`src/rtl/ddr_tx_serializer.sv`:
```
// rtl/ddr_tx_serializer.sv - DDR output serializer: word FIFO feeding a rise/fall lane output stage
module ddr_tx_serializer #(
   parameter int DATA_WIDTH = 1,
   parameter int DEPTH      = 4,
   parameter int IDLE_VALUE = 0,
   localparam int CW        = $clog2(DEPTH + 1)
) (
   input  logic                    clk,
   input  logic                    rst_n,
   input  logic [2*DATA_WIDTH-1:0] din,
   input  logic                    din_vld,
   output logic                    din_rd,
   output logic [DATA_WIDTH-1:0]   dout,
   output logic                    dout_en,
   output logic [CW-1:0]           count
);

   localparam int PW = $clog2(DEPTH);
   localparam logic [DATA_WIDTH-1:0] IDLE_LANE = DATA_WIDTH'(IDLE_VALUE);

   logic [2*DATA_WIDTH-1:0] mem_q [DEPTH];
   logic [PW-1:0]           wr_ptr_q, wr_ptr_d;
   logic [PW-1:0]           rd_ptr_q, rd_ptr_d;
   logic [CW-1:0]           count_q, count_d;
   logic [DATA_WIDTH-1:0]   rise_q, rise_d;
   logic [DATA_WIDTH-1:0]   fall_pre_q, fall_pre_d;
   logic [DATA_WIDTH-1:0]   fall_q;
   logic                    dout_en_q, dout_en_d;
   logic                    push, pop;

   // Ready depends only on registered occupancy, never on a same-cycle pop.
   assign din_rd  = rst_n && (count_q != CW'(DEPTH));
   assign push    = din_vld && din_rd;
   assign pop     = (count_q != '0);
   assign count   = count_q;
   assign dout_en = dout_en_q;

   always_comb begin
      wr_ptr_d   = wr_ptr_q + PW'(push);
      rd_ptr_d   = rd_ptr_q + PW'(pop);
      count_d    = count_q + CW'(push) - CW'(pop);
      rise_d     = IDLE_LANE;
      fall_pre_d = IDLE_LANE;
      dout_en_d  = 1'b0;
      if (pop) begin
         rise_d     = mem_q[rd_ptr_q][2*DATA_WIDTH-1:DATA_WIDTH];
         fall_pre_d = mem_q[rd_ptr_q][DATA_WIDTH-1:0];
         dout_en_d  = 1'b1;
      end
   end

   always_ff @(posedge clk) begin
      if (push) mem_q[wr_ptr_q] <= din;
   end

   always_ff @(posedge clk or negedge rst_n) begin
      if (!rst_n) begin
         wr_ptr_q   <= '0;
         rd_ptr_q   <= '0;
         count_q    <= '0;
         rise_q     <= IDLE_LANE;
         fall_pre_q <= IDLE_LANE;
         dout_en_q  <= 1'b0;
      end else begin
         wr_ptr_q   <= wr_ptr_d;
         rd_ptr_q   <= rd_ptr_d;
         count_q    <= count_d;
         rise_q     <= rise_d;
         fall_pre_q <= fall_pre_d;
         dout_en_q  <= dout_en_d;
      end
   end

   // Retiming the fall lane onto the falling edge keeps it stable through the low phase.
   always_ff @(negedge clk or negedge rst_n) begin
      if (!rst_n) fall_q <= IDLE_LANE;
      else        fall_q <= fall_pre_q;
   end

   assign dout = clk ? rise_q : fall_q;

endmodule

```
`config.mk`:
```
export PLATFORM = sky130hd
export DESIGN_NAME = ddr_tx_serializer
export DESIGN_NICKNAME = d
export VERILOG_FILES = /design/src/rtl/ddr_tx_serializer.sv
export SDC_FILE = /design/constraint.sdc
export NUM_CORES = 1
export LEC_CHECK = 0
export CAP_MARGIN = 30
export CORE_AREA = 3 3 43 45
export DETAILED_ROUTE_END_ITERATION = 6
export DIE_AREA = 0 0 46 48
export PLACE_DENSITY = 0.75
export SETUP_SLACK_MARGIN = 0.02
export SKIP_LAST_GASP = 1
export SYNTH_ARGS = -nofsm -noshare
export SYNTH_HDL_FRONTEND = slang
export SYNTH_SLANG_ARGS = --single-unit
```
`constraint.sdc`:
```
create_clock -name clk -period 5.3 [get_ports clk]
set_input_delay 1.06 -clock clk [delete_from_list [all_inputs] [get_ports clk]]
set_output_delay 1.06 -clock clk [all_outputs]
set_load 0.005 [all_outputs]
```
==> impl_metrics.py <==
metrics = {
    "global_routing": {
        "overflow": 0,
        "grt_antenna_before_repair": 0,
        "grt_pass1_wl_mm": 1.849,
        "grt_pass1_vias": 478,
        "track_usage_pct": 13.45,
        "grt_max_degree": 19,
    },
    "floorplanning": {
        "initial_core_util_pct": 53.74,
        "die_x_um": 46,
        "die_h_um": 48,
        "io_pins": 11,
        "coreArea_mm2": 0.001506,
        "rows": 14,
        "die-area_mm2": 0.002208,
    },
    "sta": {
        "hold_violations": 0,
        "setup_slack_ns": 0.1632,
        "worst_pin_slew_ns": 0.4460,
        "tns_ns": 0,
        "setup_violations": 0,
        "hold_ws_ns": 0.5221,
        "slew_headroom_pct": 69.86,
        "slew_viol_final": 0,
        "rsz0062_at_grt": "no",
        "skew_ns": 0.008267,
    },
    "setup_path": {
        "worst-path-max-fanout": 1,
        "r2r-end": "fall_q",
        "r2r_start": "fall_pre_q",
        "crit_arrival_ns": 4.08,
        "cp-startpoint": "fall_q",
        "worst-r2r-cell-count": 0,
        "regToRegSetupSlack_ns": 2.14,
        "end_kind": "output port",
        "crit_type": "flip-flop to output port",
        "worstPathRequired_ns": 4.24,
        "endpoint": "dout",
        "cp-start-kind": "flip-flop",
    },
    "yosys": {
        "synth_top_area_share_pct": 30.91,
        "yosysWarnings": 0,
        "synth_top_area_cell": "dfrtp_1",
        "synth_nets": 59,
        "ys_ff_latch": 19,
        "syn_inst": 49,
        "ys_seq_area_share_pct": 63.68,
        "netlist_area_um2": 809.5,
        "synthTopCellsByArea": "dfrtp_1 (31%), edfxtp_1 (30%), mux4_1 (6.5%)",
        "syn_avg_cell_area_um2": 16.52,
        "yosys.cell_types.count": 20,
    },
    "power_and_ir_drop": {
        "total_power_uw": 534.1,
        "p_int_uw": 377.9,
        "power_density_mw_per_mm2": 541.1,
        "combPwrFrac_pct": 29.9,
        "p_seq_share_pct": 46.0,
        "power_leakage_nw": 0.4202,
        "switching_share_pct": 29.24,
        "netSwitchingPower_uw": 156.2,
        "vdd_drop_max_mv": 0.2202,
        "clock_power_share_pct": 24.1,
    },
    "layout": {
        "drive_gt1_share_pct": 14.93,
        "final_util_pct": 65.53,
        "mostFrequentLayoutCells": "dfrtp_1 (10), clkdlybuf4s50_1 (10), edfxtp_1 (8), clkbuf_4 (6), ha_1 (4)",
        "antennaDiodeCount": 0,
        "design_area_um2": 987.2,
        "syn_to_final_growth_pct": 21.95,
        "fin_cells": 83,
        "nNetsFinal": 78,
    },
    "clock_network": {
        "cts_setup_buffers": 0,
        "clk_latency_ns": 0.41,
        "cts.clk_slew.worst_paths_ns": 0.10,
        "cts_hold_buf": 0,
        "cts_tree": "built",
        "cts_resized": 0,
    },
    "routing": {
        "first_iter_violations": 2,
        "wl_mm": 1.116,
        "first_pass_iters": 3,
        "avgViaCountPerCell": 5.506,
        "num_vias": 457,
        "final_antenna_net_count": 0,
        "wl_per_cell_um": 13.45,
        "drc": 0,
    },
    "run": {
        "maxCapViolCount": 0,
    },
    "hold_path": {
        "hold_path.class": "flip-flop to flip-flop",
    },
    "placement": {
        "dp_slack_ns": 0.6039,
        "post-place-cells": 76,
        "dpl.hpwl_um": 786.3,
        "dpl-instance-area_um2": 937.1,
        "io_buffers": 10,
        "gp_congestion": 0.6510,
    },
    "status": {
        "status": "finished clean",
    },
}
final cells by class:
cell class	count	area [µm²]
clock inverters	1	5.005
multi-input cells	27	282.8
fillers	112	519.2
well taps	16	20.02
clock buffers	7	55.05
inverters	3	11.26
flip-flops and latches	19	515.5
repair buffers	10	97.59
critical path, cell delays in order (launching register included):
cell	delay [ns]
dfrtn_1	0.33
mux2_2	0.25
clkdlybuf4s50_1	0.44
routing by layer:
| layer | wire, µm | share of wire [%] | global-route usage (%) |
|---|---|---|---|
| met5 | 0 | 0 | 0 |
| met1 | 459 | 41 | 12.68 |
| met2 | 560 | 50 | 19.51 |
| met4 | 7 | 0.63 | 10.80 |
| met3 | 88 | 7.9 | 10.15 |
cell families after synthesis:
logic type,share of synthesized area (%)
fa+ha+maj,8.656
flops,63.68
simple gates,14.07
mux,7.882
xor+xnor,4.328
buf+inv,1.391
sequential cells by signal, summed over array words and instances, names as in the netlist:
register	count
fall_pre_q	1
fall_q	1
mem_q	8
dout_en	1
count	3
rd_ptr_q	2
rise_q	1
wr_ptr_q	2
power groups by stage:
stage | Sequential (mW) | Clock [mW] | Combinational, mW
finish | 0.246 | 0.129 | 0.160
global route | 0.254 | 0.146 | 0.186
CTS | 0.247 | 0.136 | 0.165
detailed placement | 0.250 | 0.0250 | 0.164
global placement | 0.246 | 0.0250 | 0.157
floorplan | 0.241 | 0.0111 | 0.105
worst min path at each step:
stage / from / to / slack [ns] / cells past startpoint
floorplan: rd_ptr_q[1] / rd_ptr_q[1] / 0.47 / 1
finish: rd_ptr_q[1] / rd_ptr_q[1] / 0.52 / 1
detailed placement: rd_ptr_q[1] / rd_ptr_q[1] / 0.51 / 1
global route: count[2] / count[2] / 0.56 / 1
global placement: count[2] / count[2] / 0.49 / 1
CTS: rd_ptr_q[1] / rd_ptr_q[1] / 0.53 / 1
Yosys cell counts, drive strengths merged:
cell    instances
mux2            1
xor2            3
ha              4
xnor2           1
fa              1
mux4            2
dfrtp          10
and3b           1
nor3b           1
edfxtp          8
or3             1
nand3b          1
and4b           3
inv             3
nor2b           3
dfrtn           1
nor2            1
and2            2
nand2           1
nor4bb          1
Power figures use the tool's default switching activity.
==> RTL edit, RTL diff (same settings) <==
Change the parameter `DEPTH` from 4 to 2.
--- a/src/rtl/ddr_tx_serializer.sv
+++ b/src/rtl/ddr_tx_serializer.sv
@@ -1,7 +1,7 @@
 // rtl/ddr_tx_serializer.sv - DDR output serializer: word FIFO feeding a rise/fall lane output stage
 module ddr_tx_serializer #(
    parameter int DATA_WIDTH = 1,
-   parameter int DEPTH      = 4,
+   parameter int DEPTH      = 2,
    parameter int IDLE_VALUE = 0,
    localparam int CW        = $clog2(DEPTH + 1)
 ) (
Ports: changed (resized count); port bits go from 11 to 10. No check against the original RTL was run, so the function may have changed too.
==> RTL edit against the original RTL <==
Critical path depth unchanged; cell area fell by 38%; wire length shrank 47%; combinational power is 83% lower; sequential cell count decreased by 7; area after synthesis is 45% lower; hold slack worse by 0.024 ns; power is 55% lower; via count fell by 42%; die area did not move; setup slack gained 0.0075 ns; critical path type unchanged; highest routed layer unchanged.
==> RTL edit: results (changes against the original RTL) <==
| Metric | Value |
|---|---|
| Clock Pin Slew Worst Setup and Hold Paths | 0.07 ns (-0.03 ns) |
| Post-Synth XOR/XNOR Area | 0.0198 (-0.0235) |
| Fillers | 149 (+33%) |
| Switching portion of total power | 0.232 (-0.0601) |
| Pin count of the biggest net entering global routing | 11 (-8) |
| Seq area share | 0.526 (+0.00349) |
| Gr usage total | 0.0821 (-0.0524) |
| Async SR Flop Fraction | 0.667 (+0.0877) |
| Worst hold path depth | 2 (+1) |
| Leak Pwr | 0.000286 uW (-32%) |
| Post-Synth Adder-Cell Area | 0.0565 (-0.0301) |
| Crit path DAT | 4.07 ns (about the same) |
| Number of buffers added on ports | 9 (-1) |
| Multi-input logic area | 111 sq um (-61%) |
| Area contributors post-synth | dfrtp_1 40%, edfxtp_1 27%, dfrtn_1 5.6%, ha_1 5.6%, mux2i_1 4.5% |
| Slew of the pin with the lowest slew margin | 0.178 ns (-0.268 ns) |
| Placer Congestion | 0.637 (-2.2%) |
| Multi-input gates | 15 (-44%) |
| Nets | 55 (-29%) |
| Flop-to-flop setup slack | 2.16 ns (+0.02 ns) |
| Count of non-CTS buffers in the layout | 9 (-1) |
| Fraction of layout cells with a size suffix above 1 | 0.170 (+0.0210) |
| Hold path start | mem_q[0][0] |
| Place WS | 0.588 ns (-0.0156 ns) |
| Post-synthesis sequential area ratio | 0.723 (+0.0864) |
| Sequential power share | 0.494 (+0.034) |
| DRT iter0 DRCs | 4 (+2) |
| Run status | completed |
| Post-Syn Nets | 37 (-37%) |
| Vias in the first global route | 292 (-39%) |
| Routed length per instance | 9.46 um (-30%) |
| Clock-cell share | 0.0965 (+0.0357) |
| Via density | 4.21 (-24%) |
| Buffering overhead | 0.144 (+0.0449) |
| Post-route setup slack | 0.171 ns (+0.00751 ns) |
| Clk network pwr share | 0.396 (+0.155) |
| Max reg flops | 4 (-4) |
| Placed cell area | 561 sq um (-40%) |
| Number of synthesized flops with an enable pin | 4 (-4) |
| Yosys cell types | 14 (-30%) |
| #FFs+latches synth | 12 (-7) |
| Met2 Resource Use GR | 0.0989 (-0.0962) |
| Worst VDD drop | 0.000210 V (-4.7%) |
| Hold Crit Endpoint | fall_pre_q |
| First-pass GRT wire length | 1030 um (-44%) |
| Clock Skews | 0.0168 ns (+0.00851 ns) |
| Commonest cells in the synthesized netlist | 7 x dfrtp_1, 4 x edfxtp_1, 3 x inv_1 |
==> RTL edit: cell count changes in the layout (fill, tap and decap cells not counted), sizes merged, moves of 2 or more <==
cell	change
nor2b	-2
nor2	+2
dfrtp	-3
edfxtp	-4
mux4	-2
and4b	-3
ha	-2
mux2i	+2
xor2	-3
==> RTL edit: worst max-delay path, cell delays in order, from the launching register on <==
cell             delay (ns)
dfrtn_1                0.32
mux2_1                 0.27
clkdlybuf4s50_1        0.44
==> RTL edit: stage by stage <==
stage / utilization / total power (uW) / hold WS (ns) / cells
finish: 0.404 / 243 / 0.498 / 63
detailed placement: 0.372 / 158 / 0.481 / 56
CTS: 0.404 / 250 / 0.506 / 63
floorplan: - / 142 / 0.462 / 30
global route: 0.404 / 262 / 0.551 / 63
global placement: 0.372 / 157 / 0.469 / 56
==> RTL edit: per-layer routing <==
metal,part of all wire,vias up
li1,-,129
met1,0.41,123
met2,0.45,11
met3,0.13,2
met4,0.013,0
met5,0,-
